**src/rtl/stepper_drive_output.sv**
```systemverilog
// Stepper driver output stage: a step/dir pulse generator with microstep
// position tracking and microstep-mode sequencing, plus a serial DAC writer
// that pushes the peak-current code to the driver's reference DAC.
module stepper_drive_output #(
  parameter int unsigned STEP_HIGH = 4,
  parameter int unsigned SCLK_DIV  = 4,
  parameter logic [3:0]  DAC_CMD   = 4'b0011
) (
  input  logic        clk,
  input  logic        reset,
  input  logic        enable,
  input  logic        dir_in,
  input  logic [15:0] step_period,
  input  logic [1:0]  usteps,
  input  logic [7:0]  peak_current,
  output logic        step,
  output logic        dir,
  output logic [1:0]  ms,
  output logic [2:0]  ustep_idx,
  output logic        dac_cs_n,
  output logic        dac_sclk,
  output logic        dac_sdi,
  output logic        dac_busy
);

  // The period is never allowed below twice the pulse width so every pulse
  // has at least as much low time as high time.
  localparam logic [15:0] MIN_PERIOD = 16'(2 * STEP_HIGH);
  localparam logic [15:0] HIGH_LAST  = 16'(STEP_HIGH - 1);
  localparam logic [15:0] HALF_LAST  = 16'(SCLK_DIV - 1);
  localparam logic [15:0] GAP_LAST   = 16'(2 * SCLK_DIV - 1);
  localparam logic [4:0]  LAST_HALF  = 5'd31;

  typedef enum logic [1:0] {
    IDLE  = 2'd0,
    LOAD  = 2'd1,
    SHIFT = 2'd2,
    GAP   = 2'd3
  } dac_state_e;

  // Step generator state
  logic [15:0] cnt_q, cnt_d;
  logic [15:0] period_q, period_d;
  logic [15:0] high_cnt_q, high_cnt_d;
  logic        step_q, step_d;
  logic        dir_q, dir_d;
  logic [1:0]  ms_q, ms_d;
  logic [2:0]  ustep_idx_q, ustep_idx_d;

  // DAC writer state
  dac_state_e  state_q, state_d;
  logic [7:0]  code_q, code_d;
  logic [7:0]  last_code_q, last_code_d;
  logic [15:0] shreg_q, shreg_d;
  logic [15:0] div_q, div_d;
  logic [4:0]  half_q, half_d;
  logic        cs_n_q, cs_n_d;
  logic        sclk_q, sclk_d;
  logic        sdi_q, sdi_d;

  logic        running;
  logic [15:0] live_period;
  logic [15:0] cur_period;
  logic        terminal;
  logic [2:0]  ustep_delta;

  // A new period is only picked up at the start of an interval (count 0),
  // so an interval in flight always runs to its latched length.
  assign running     = enable && (step_period != 16'd0);
  assign live_period = (step_period < MIN_PERIOD) ? MIN_PERIOD : step_period;
  assign cur_period  = (cnt_q == 16'd0) ? live_period : period_q;
  assign terminal    = running && (cnt_q == (cur_period - 16'd1));

  // Position increment per step for the active microstep mode (full step = 8/8 = 0 mod 8).
  always_comb begin
    ustep_delta = 3'd0;
    case (ms_q)
      2'b11:   ustep_delta = 3'd1;
      2'b10:   ustep_delta = 3'd2;
      2'b01:   ustep_delta = 3'd4;
      default: ustep_delta = 3'd0;
    endcase
  end

  // Step counter, pulse shaper, position tracking and dir/ms sequencing.
  always_comb begin
    cnt_d       = cnt_q;
    period_d    = period_q;
    high_cnt_d  = high_cnt_q;
    step_d      = step_q;
    dir_d       = dir_q;
    ms_d        = ms_q;
    ustep_idx_d = ustep_idx_q;

    if (!running) begin
      cnt_d = 16'd0;
    end else if (terminal) begin
      cnt_d = 16'd0;
    end else begin
      cnt_d = cnt_q + 16'd1;
    end

    if (running) begin
      period_d = cur_period;
    end

    if (terminal) begin
      step_d      = 1'b1;
      high_cnt_d  = HIGH_LAST;
      ustep_idx_d = dir_q ? (ustep_idx_q + ustep_delta) : (ustep_idx_q - ustep_delta);
    end else if (step_q) begin
      if (high_cnt_q == 16'd0) begin
        step_d = 1'b0;
      end else begin
        high_cnt_d = high_cnt_q - 16'd1;
      end
    end

    if (!step_q && !terminal) begin
      dir_d = dir_in;
    end

    if (!step_q && (ustep_idx_q == 3'd0)) begin
      ms_d = usteps;
    end
  end

  // Step generator registers.
  always_ff @(posedge clk) begin
    if (reset) begin
      cnt_q       <= 16'd0;
      period_q    <= MIN_PERIOD;
      high_cnt_q  <= 16'd0;
      step_q      <= 1'b0;
      dir_q       <= 1'b0;
      ms_q        <= 2'b11;
      ustep_idx_q <= 3'd0;
    end else begin
      cnt_q       <= cnt_d;
      period_q    <= period_d;
      high_cnt_q  <= high_cnt_d;
      step_q      <= step_d;
      dir_q       <= dir_d;
      ms_q        <= ms_d;
      ustep_idx_q <= ustep_idx_d;
    end
  end

  // DAC writer next state: a frame is 32 SCLK half-periods, data changes on falling edges.
  always_comb begin
    state_d     = state_q;
    code_d      = code_q;
    last_code_d = last_code_q;
    shreg_d     = shreg_q;
    div_d       = div_q;
    half_d      = half_q;
    cs_n_d      = cs_n_q;
    sclk_d      = sclk_q;
    sdi_d       = sdi_q;

    case (state_q)
      IDLE: begin
        if (peak_current != last_code_q) begin
          state_d = LOAD;
        end
      end
      LOAD: begin
        code_d  = peak_current;
        shreg_d = {DAC_CMD, peak_current, 4'b0000};
        sdi_d   = DAC_CMD[3];
        cs_n_d  = 1'b0;
        sclk_d  = 1'b0;
        div_d   = 16'd0;
        half_d  = 5'd0;
        state_d = SHIFT;
      end
      SHIFT: begin
        if (div_q == HALF_LAST) begin
          div_d  = 16'd0;
          half_d = half_q + 5'd1;
          if (!half_q[0]) begin
            sclk_d = 1'b1;
          end else begin
            sclk_d = 1'b0;
            if (half_q == LAST_HALF) begin
              cs_n_d      = 1'b1;
              sdi_d       = 1'b0;
              last_code_d = code_q;
              state_d     = GAP;
            end else begin
              sdi_d   = shreg_q[14];
              shreg_d = {shreg_q[14:0], 1'b0};
            end
          end
        end else begin
          div_d = div_q + 16'd1;
        end
      end
      GAP: begin
        if (div_q == GAP_LAST) begin
          div_d   = 16'd0;
          state_d = IDLE;
        end else begin
          div_d = div_q + 16'd1;
        end
      end
      default: begin
        state_d = IDLE;
      end
    endcase
  end

  // DAC writer registers; reset abandons any frame in flight.
  always_ff @(posedge clk) begin
    if (reset) begin
      state_q     <= IDLE;
      code_q      <= 8'h00;
      last_code_q <= 8'h00;
      shreg_q     <= 16'h0000;
      div_q       <= 16'd0;
      half_q      <= 5'd0;
      cs_n_q      <= 1'b1;
      sclk_q      <= 1'b0;
      sdi_q       <= 1'b0;
    end else begin
      state_q     <= state_d;
      code_q      <= code_d;
      last_code_q <= last_code_d;
      shreg_q     <= shreg_d;
      div_q       <= div_d;
      half_q      <= half_d;
      cs_n_q      <= cs_n_d;
      sclk_q      <= sclk_d;
      sdi_q       <= sdi_d;
    end
  end

  assign step      = step_q;
  assign dir       = dir_q;
  assign ms        = ms_q;
  assign ustep_idx = ustep_idx_q;
  assign dac_cs_n  = cs_n_q;
  assign dac_sclk  = sclk_q;
  assign dac_sdi   = sdi_q;
  assign dac_busy  = (state_q != IDLE);

endmodule

```
**config.mk**
```make
export PLATFORM = sky130hd
export DESIGN_NAME = stepper_drive_output
export DESIGN_NICKNAME = d
export VERILOG_FILES = /design/src/rtl/stepper_drive_output.sv
export SDC_FILE = /design/constraint.sdc
export NUM_CORES = 1
export LEC_CHECK = 0
export BUFFER_PORTS_ARGS = -buffer_cell sky130_fd_sc_hd__buf_2
export CELL_PAD_IN_SITES_DETAIL_PLACEMENT = 2
export CELL_PAD_IN_SITES_GLOBAL_PLACEMENT = 2
export CORE_MARGIN = 2
export CORE_UTILIZATION = 33
export DETAILED_ROUTE_END_ITERATION = 12
export GPL_TIMING_DRIVEN = 1
export PLACE_DENSITY_LB_ADDON = 0.1
export SYNTH_ARGS = -nofsm -noshare
export SYNTH_HDL_FRONTEND = slang
export SYNTH_SLANG_ARGS = --single-unit
```
**constraint.sdc**
```tcl
create_clock -name clk -period 3.7 [get_ports clk]
set_input_delay 0.37 -clock clk [delete_from_list [all_inputs] [get_ports clk]]
set_output_delay 0.37 -clock clk [all_outputs]
set_load 0.1 [all_outputs]
```
# Word-level counts from Yosys, hierarchy flattened
# Index checks and enable logic that the tools add are counted.
# Widths: inputs -> output; s select.
# totals
register_bits	112
input_bits	30
out_inout_bits	11
word_cells	106
# op_classes
add_sub_neg	7
n_lt_le_gt_ge	1
eq_ne	18
muxes	36
n_bitwise	2
reduce_logical	25
# op_table
cell	count
$mux 16	4
$pmux 16 s3	1
$mux 15	3
$add 16x1->16 const B	2
$logic_not 16->1	2
$sub 16x1->16 const B	2
$pmux 15 s2	1
$eq 16x16->1	1
$eq 16x2->1 const B	1
$eq 16x3->1 const B	1
$lt 16x4->1 const B	1
$mux 2	8
$reduce_bool 16->1	1
$ne 2x2->1 const B	7
$reduce_and 4->1	3
$mux 1	11
$pmux 5 s2	1
$pmux 3 s3	1
$eq 2x2->1 const B	4
$ne 8x8->1	1
$pmux 2 s4	1
$pmux 1 s2	3
$reduce_and 2->1	3
$reduce_bool 2->1	3
other kinds (17)	23

# Logic depth before layout (Yosys ltp)
# Gate-level depths: netlist (run 1).
# depth
word_depth	8
ltp_mapped	17
mapped_depth_nobuf	15

# Worst setup path before layout (run 1)
# OpenSTA, ideal clock, no wires.
# synth_timing
path_kind	reg-to-reg
startpoint	register cnt_q[0]
endpoint	register cnt_q[10]
setup_ns	0.117
arrival_ns	3.927
required_time_ns	3.583
setup_slack_ns	-0.344
path_stages_with_launch	18
path_buffers	3
period_less_slack_ns	4.044
path_cell_list	dfxtp_1 > inv_1 > ha_1 > or4b_4 > or4_1 > buf_2 > buf_2 > a22oi_1 > ha_1 > nand3_1 > nor2_1 > o22ai_1 > a2111o_1 > a211oi_2 > nand4_4 > nand3_1 > buf_2 > nor2_1
# synth_between
elab_chain_cells	6
word_cells_on_any_way	7
classes_between	add/sub: 2; eq/ne: 1; mux: 1; reduce/logical: 3
# synth_rtl
item	line_no	text
start: declaration	42	logic [15:0] cnt_q, cnt_d;
start signal: assignment	139	cnt_q <= cnt_d;
$logic_not 16->1	71	assign cur_period = (cnt_q == 16'd0) ? live_period : period_q;
$mux 16	71	
$sub 16x1->16	72	assign terminal = running && (cnt_q == (cur_period - 16'd1));
$eq 16x16->1	72	
$logic_and 1x1->1	72	
$reduce_or 3->1 (no source line)	--	
# Parallel ways exist; a longest one is shown, timed or not.
# A chain may end at the register's enable or synchronous reset.

# Final worst setup path (run 1)
# layout_timing
startpoint	register cnt_q[0]
endpoint	register ustep_idx_q[2], in the netlist ustep_idx[2]
# layout_between
elab_chain_cells	5
# layout_rtl
item	line_no	text
$logic_not 16->1	71	
$mux 16	71	
$sub 16x1->16	72	
$eq 16x16->1 *	72	
$logic_and 1x1->1 *	72	
end signal: assignment	145	ustep_idx_q <= ustep_idx_d;
end: declaration	48	logic [2:0] ustep_idx_q, ustep_idx_d;
# Mark *: on every way between the ends. The rest lies on a longest branch, timed or not.

==> impl_results.md, run 1 <==
* Area grow syn2layout at 21.97%
* Pin count of the biggest net entering global routing at 61
* Maximum VDD drop at 0.5693 mV
* Layout Nets at 832
* Die Wd at 136.5 um
* DR pass1 iterations at 4
* Area of the core at 17,240 um2
* YS warnings at 0
* Htree depth at 3
* Clk Latency, worst-skew pair at 0.36 ns
* Final period utilization at 1.015
* Area leader, netlist: dfxtp_1
* Max Clock Skew at 0.01003 ns
* CP arrival at 4.05 ns
* Average vias per placed instance at 5.362
* Final worst-path setup slack at -0.05434 ns
* Highest clock rate at 266.4 MHz
* Drt initial violations at 160
* # hold bufs at CTS at 0
* # DRC at 0
* Total Wirelength at 19.37 mm
* HPWL Detailed at 14.20 mm
* Antenna Diode Count at 0
* Initial Util at 0.3363
* CP required at 3.99 ns
* Min Hold Slack at 0.2362 ns
* Cell mode on critical path: ha_4
* EDFF count, synth at 0
* Netlist cell types at 63
* Final setup violation count at 27
* ANT nets after route at 0
* Antenna violations before repair at 0
* Reg power frac at 0.413
* Yosys top cell area share at 0.3695
* Slew margin rel. at 0.2083
* Chip height at 136.5 um
* Crit Path Category: flop to flop
* Post-Layout Cell Count at 1,018
* Placed cell count at 991
* Worst path cell trace: inv_2 -> ha_4 -> or4b_4 -> or4_4 -> a22oi_2 -> ha_4 -> nand2_4 -> nor3_4 -> o22ai_2 -> a2111o_1 -> a211oi_2 -> nand4_4 -> or3_1 -> a21oi_2
* Status: finished with violations
* Final hold violations at 0
* Clk buf depth at 2
* Clock sinks at 107
* Port bufs at 40
* Number of global-route vias before repair at 5,939
* Post-placement setup slack at -0.08871 ns
* Cell area power density at 448.7 nW/um2
* Max FO, Critical Path at 7
* Row cnt at 48
* Syn_area_per_cell at 8.107 um2
* TritonCTS Buffers at 9
* Final min period at 3.754 ns
* Remaining Overflow, GRT at 0
* TritonCTS clock tree: yes
* Max Cap Violations at 0
* Synthesis-stage register bit count at 107
* P_int at 2.074 mW
* Die area at 18,640 um2
* Via count at 5,459
* DR WL/cell at 19.02 um
* Sw Ratio at 0.3462
* Dominant register cell in the synthesized netlist: dfxtp_1
* HP Class: input port to flop
* Clk root buf: clkbuf_16
* Part of the power in the clock network at 0.326
* Layout cells sized above 1 at 0.1942
* Unrepaired setup endpoints after global routing: yes
* Top cells by count, synth: dfxtp_1 (107), nor2_1 (107), nand2_1 (79)
* Cells after Synth at 715
* DP Area at 6516 um2
* Violated checks: setup timing
* Post-synthesis sequential area ratio at 0.3695
* GRT Util Overall at 0.2168
* Comb power frac at 0.262
* Ys async rst share at 0
* Count of pins over their slew limit at 0
* CP max-delay cell: or4_4
* CP max stage delay at 0.53 ns
* P_sw at 1.098 mW
* Area contributors post-synth: dfxtp_1 (37%), nor2_1 (6.9%), xnor2_1 (6.3%)
* Startpoint types: flop
* Worst slew pin tran at 1.185 ns
* Placer Congestion at 0.8211
* Pleak at 2.778 nW
* Mapped cell area at 5797 um2
* Post-route cell area at 7071 um2
* Wire length of the first global-routing pass at 31.33 mm
* Clk slew on worst S/H paths at 0.08 ns
* Mapped Nets at 759
* IO Count at 41
* Crit end category: flop
==> flip-flops by register name (all words and copies together) (netlist names) <==
register and count:
step 1, last_code_q 8, period_q 16, high_cnt_q 16, dac_sdi 1, dac_cs_n 1
code_q 8, state_q 2, ustep_idx 3, div_q 16, half_q 4, shreg_q 11
dir 1, dac_sclk 1, cnt_q 16, ms 2
==> final cells by class <==
cell class / instances / area [um2]
flip-flops and latches: 107 / 2145
multi-input cells: 558 / 3637
well taps: 225 / 281.5
inverters: 17 / 63.81
clock buffers: 9 / 225.2
repair buffers: 95 / 633.1
fillers: 1944 / 10170
clock inverters: 7 / 85.08
==> routing by layer <==
layer  global-route usage  wire length (um)  vias up
met5                    0                 0        -
met4              0.06887               468        0
met3              0.04111               457       27
met2               0.3800              9827       52
met1               0.2669              8612     2724
li1                     -                 -     2656
==> kinds of logic after synthesis <==
family	share of synthesized area
AOI/OAI and AO/OA	0.1168
xor gates and xnor gates	0.1073
adders and majority gates	0.03151
buffers and inverters	0.03605
DFF	0.3695
muxes	0.05547
and+or+nand+nor	0.2834
==> placed cells by master (no fill, tap or decap), types with 3 or more instances in the layout <==
master and count:
a21oi_1 40, xnor2_1 42, nor4b_1 3, nor2b_1 7, nand2_1 77, mux2i_1 31, buf_4 52, nand4_1 9
o211ai_1 3, nor3_1 30, a211oi_1 12, or4_4 3, nor2_2 8, nor2_1 97, clkbuf_16 9, xor2_1 29
inv_6 3, ha_1 11, or4_1 5, nand2b_1 3, and3_1 7, or3_1 12, or2_2 3, nor4_1 21
dfxtp_1 105, and3b_1 3, nand3_1 22, buf_2 40, o21ai_0 18, inv_1 15
==> power groups by stage <==
| stage | combinational, mW | sequential (mW) | clock (mW) |
|---|---|---|---|
| finish | 0.830 | 1.31 | 1.03 |
| global route | 0.915 | 1.32 | 1.13 |
| CTS | 0.832 | 1.31 | 1.07 |
| detailed placement | 0.809 | 1.33 | 0 |
| global placement | 0.765 | 1.33 | 0 |
| floorplan | 0.537 | 1.35 | 0 |
==> metrics by stage <==
stage | total power, mW | TNS [ns] | util
global route | 3.365 | -6.050 | 0.4102
floorplan | 1.889 | -0.3709 | -
CTS | 3.209 | -0.06772 | 0.4021
finish | 3.173 | -0.3809 | 0.4102
global placement | 2.094 | 0 | 0.3780
detailed placement | 2.144 | -2.238 | 0.3780
==> timing repair <==
item	CTS	global route
gates resized for setup	14	21
setup endpoints to repair	34	37
cloned	0	1
setup buffers	5	5
pin swaps	2	9
==> critical path, delay by kind of cell, from the launching register on <==
family	cells	cell delay (ns)
compound gates	5	1.11
fa+ha+maj	2	0.34
buf+inv	1	0.06
flops	1	0.33
simple gates	6	1.83
==> final timing paths <==
kind / from / to / slack, ns / cells past startpoint
setup / recovery: cnt_q[0] / ustep_idx[2] / -0.05 / 14
hold / removal: usteps[0] / ms[0] / 0.24 / 3
setup reg to reg: cnt_q[0] / ustep_idx[2] / -0.05 / 14
hold reg to reg: shreg_q[4] / shreg_q[4] / 0.47 / 2
Power figures use the tool's default switching activity.
==> run 2: changes to the inputs <==
Settings changed: PLACE_DENSITY set to 0.74, PLACE_DENSITY_LB_ADDON 0.1 to not set.
==> impl_results.md, run 2 (synthesis results as in run 1) <==
* IO Count at 41
* Post-placement setup slack at -0.1026 ns
* Most frequent cells in the layout: dfxtp_1 (105), nor2_1 (87), nand2_1 (77)
* CP arrival at 4.08 ns
* Pin count of the biggest net entering global routing at 61
* Count of pins over their slew limit at 0
* Part of the power in the clock network at 0.326
* Crit Path Category: flop to flop
* Final min period at 3.866 ns
* Max FO, Critical Path at 5
* Clk buf depth at 2
* # DRC at 0
* TritonCTS clock tree: yes
* Total Wirelength at 21.05 mm
* Drt initial violations at 195
* Min-Delay Startpoint: usteps[0]
* Die Wd at 136.5 um
* Final period utilization at 1.045
* Final setup violation count at 37
* Clk root buf: clkbuf_16
* Overall power at 3.232 mW
* Antenna violations before repair at 0
* Clk slew on worst S/H paths at 0.08 ns
* HPWL Detailed at 14.21 mm
* Violated checks: setup timing
* GRT Util Overall at 0.2182
* Antenna Diode Count at 0
* Chip height at 136.5 um
* Crit end category: flop
* Number of global-route vias before repair at 6,079
* Layout Nets at 831
* Via count at 5,590
* Startpoint types: flop
* CP required at 3.91 ns
* HP Class: input port to flop
* Final worst-path setup slack at -0.1660 ns
* Status: finished with violations
* FF-to-FF Start: cnt_q[1]
* Comb power frac at 0.267
* Final hold violations at 0
* Clock sinks at 107
* DR pass1 iterations at 4
* Pleak at 2.793 nW
* Port bufs at 40
* Commonest non-fill, non-tap cell in the layout: dfxtp_1
* Setup TNS at -3.096 ns
* Reg power frac at 0.406
* ANT nets after route at 0
* TritonCTS Buffers at 9
* Clk Latency, worst-skew pair at 0.36 ns
* Maximum VDD drop at 0.4048 mV
* Area of the core at 17,240 um2
* Max Clock Skew at 0.008559 ns
* Reg2reg setup slack at -0.17 ns
* DR WL/cell at 20.69 um
* Fillcell total at 1,913
* Remaining Overflow, GRT at 0
* Slew margin rel. at 0.2658
* Die area at 18,640 um2
* Worst Hold End: ms[0]
* Initial Util at 0.3363
* Average vias per placed instance at 5.497
* Reg2reg path depth at 15
* Worst R2R End: ustep_idx[0]
* Area grow syn2layout at 24.89%
* Placer Congestion at 0.8652
* Max Cap Violations at 0
* Worst slew pin tran at 1.099 ns
* Worst Hold Path Cells at 3
* P_int at 2.104 mW
* P_sw at 1.128 mW
* Highest clock rate at 258.7 MHz
* Wire length of the first global-routing pass at 31.64 mm
* Sw Ratio at 0.3489
* Layout cells sized above 1 at 0.2121
* Row cnt at 48
* Htree depth at 3
* Cell area power density at 446.4 nW/um2
* Unrepaired setup endpoints after global routing: yes
-- run 2: cell types whose count changed in the layout (fill, tap and decap cells not counted), sizes merged --
cell / previous run / this run
buf: 95 / 93
clkbuf: 9 / 10
inv: 20 / 19
nand2: 79 / 80
-- run 2: area by class of cell --
class	instances	area [um2]	area share
clock buffers	10	239.0	0.03301
flip-flops and latches	107	2145	0.2962
multi-input cells	559	3777	0.5218
well taps	225	281.5	0.03889
inverters	17	63.81	0.008814
repair buffers	93	650.6	0.08987
clock inverters	6	82.58	0.01141
-- run 2: through the flow --
step | area, um2 | hold WS, ns | std cells | util
after floorplan | 5861 | 0.4316 | 715 | -
after global placement | 6471 | 0.4384 | 985 | 0.3754
after detailed placement | 6471 | 0.4494 | 985 | 0.3754
after CTS | 6920 | 0.2502 | 1008 | 0.4015
after global routing | 7239 | 0.2238 | 1017 | 0.4200
final | 7239 | 0.2368 | 1017 | 0.4200
-- run 2: power groups by stage --
stage | sequential [mW] | combinational, mW | clock [mW]
global route | 1.32 | 0.940 | 1.13
floorplan | 1.35 | 0.537 | 0
CTS | 1.31 | 0.827 | 1.08
global placement | 1.33 | 0.757 | 0
detailed placement | 1.33 | 0.798 | 0
finish | 1.31 | 0.864 | 1.05
-- run 2: timing repair --
item,in CTS,in global routing
gates resized for setup,16,50
gates cloned,0,2
buffers inserted,7,8
hold buffers,0,0
pin swaps,7,29
endpoints found under the setup margin,34,37
-- run 2: how the worst max path moves through the flow --
stage / from / endpoint / slack [ns] / depth (start not counted)
after detailed placement: cnt_q[0] / cnt_q[12] / -0.10 / 14
after global placement: step_period[10] / cnt_q[12] / 0.11 / 15
after global routing: cnt_q[1] / ustep_idx[0] / -0.28 / 15
after floorplan: cnt_q[14] / ustep_idx[2] / -0.05 / 15
final: cnt_q[1] / ustep_idx[0] / -0.17 / 15
after CTS: cnt_q[1] / ustep_idx[0] / -0.08 / 15
-- run 2: worst max-delay path, stage by stage, from the launching register on --
cell	delay [ns]
dfxtp_2	0.34
inv_2	0.06
ha_4	0.12
or4b_4	0.47
o41a_1	0.46
a31oi_2	0.34
ha_4	0.26
nand3_4	0.10
nor2_4	0.13
o22ai_2	0.10
a2111o_1	0.36
a211oi_4	0.31
nand4_4	0.20
buf_6	0.17
mux2i_1	0.18
nor2_1	0.09
-- run 2: metal layers --
| layer | global-route usage | wire length (um) | vias up |
|---|---|---|---|
| li1 | - | - | 2652 |
| met1 | 0.2560 | 8853 | 2817 |
| met2 | 0.3978 | 11010 | 93 |
| met3 | 0.04185 | 694 | 28 |
| met4 | 0.06944 | 486 | 0 |
| met5 | 0 | 0 | - |
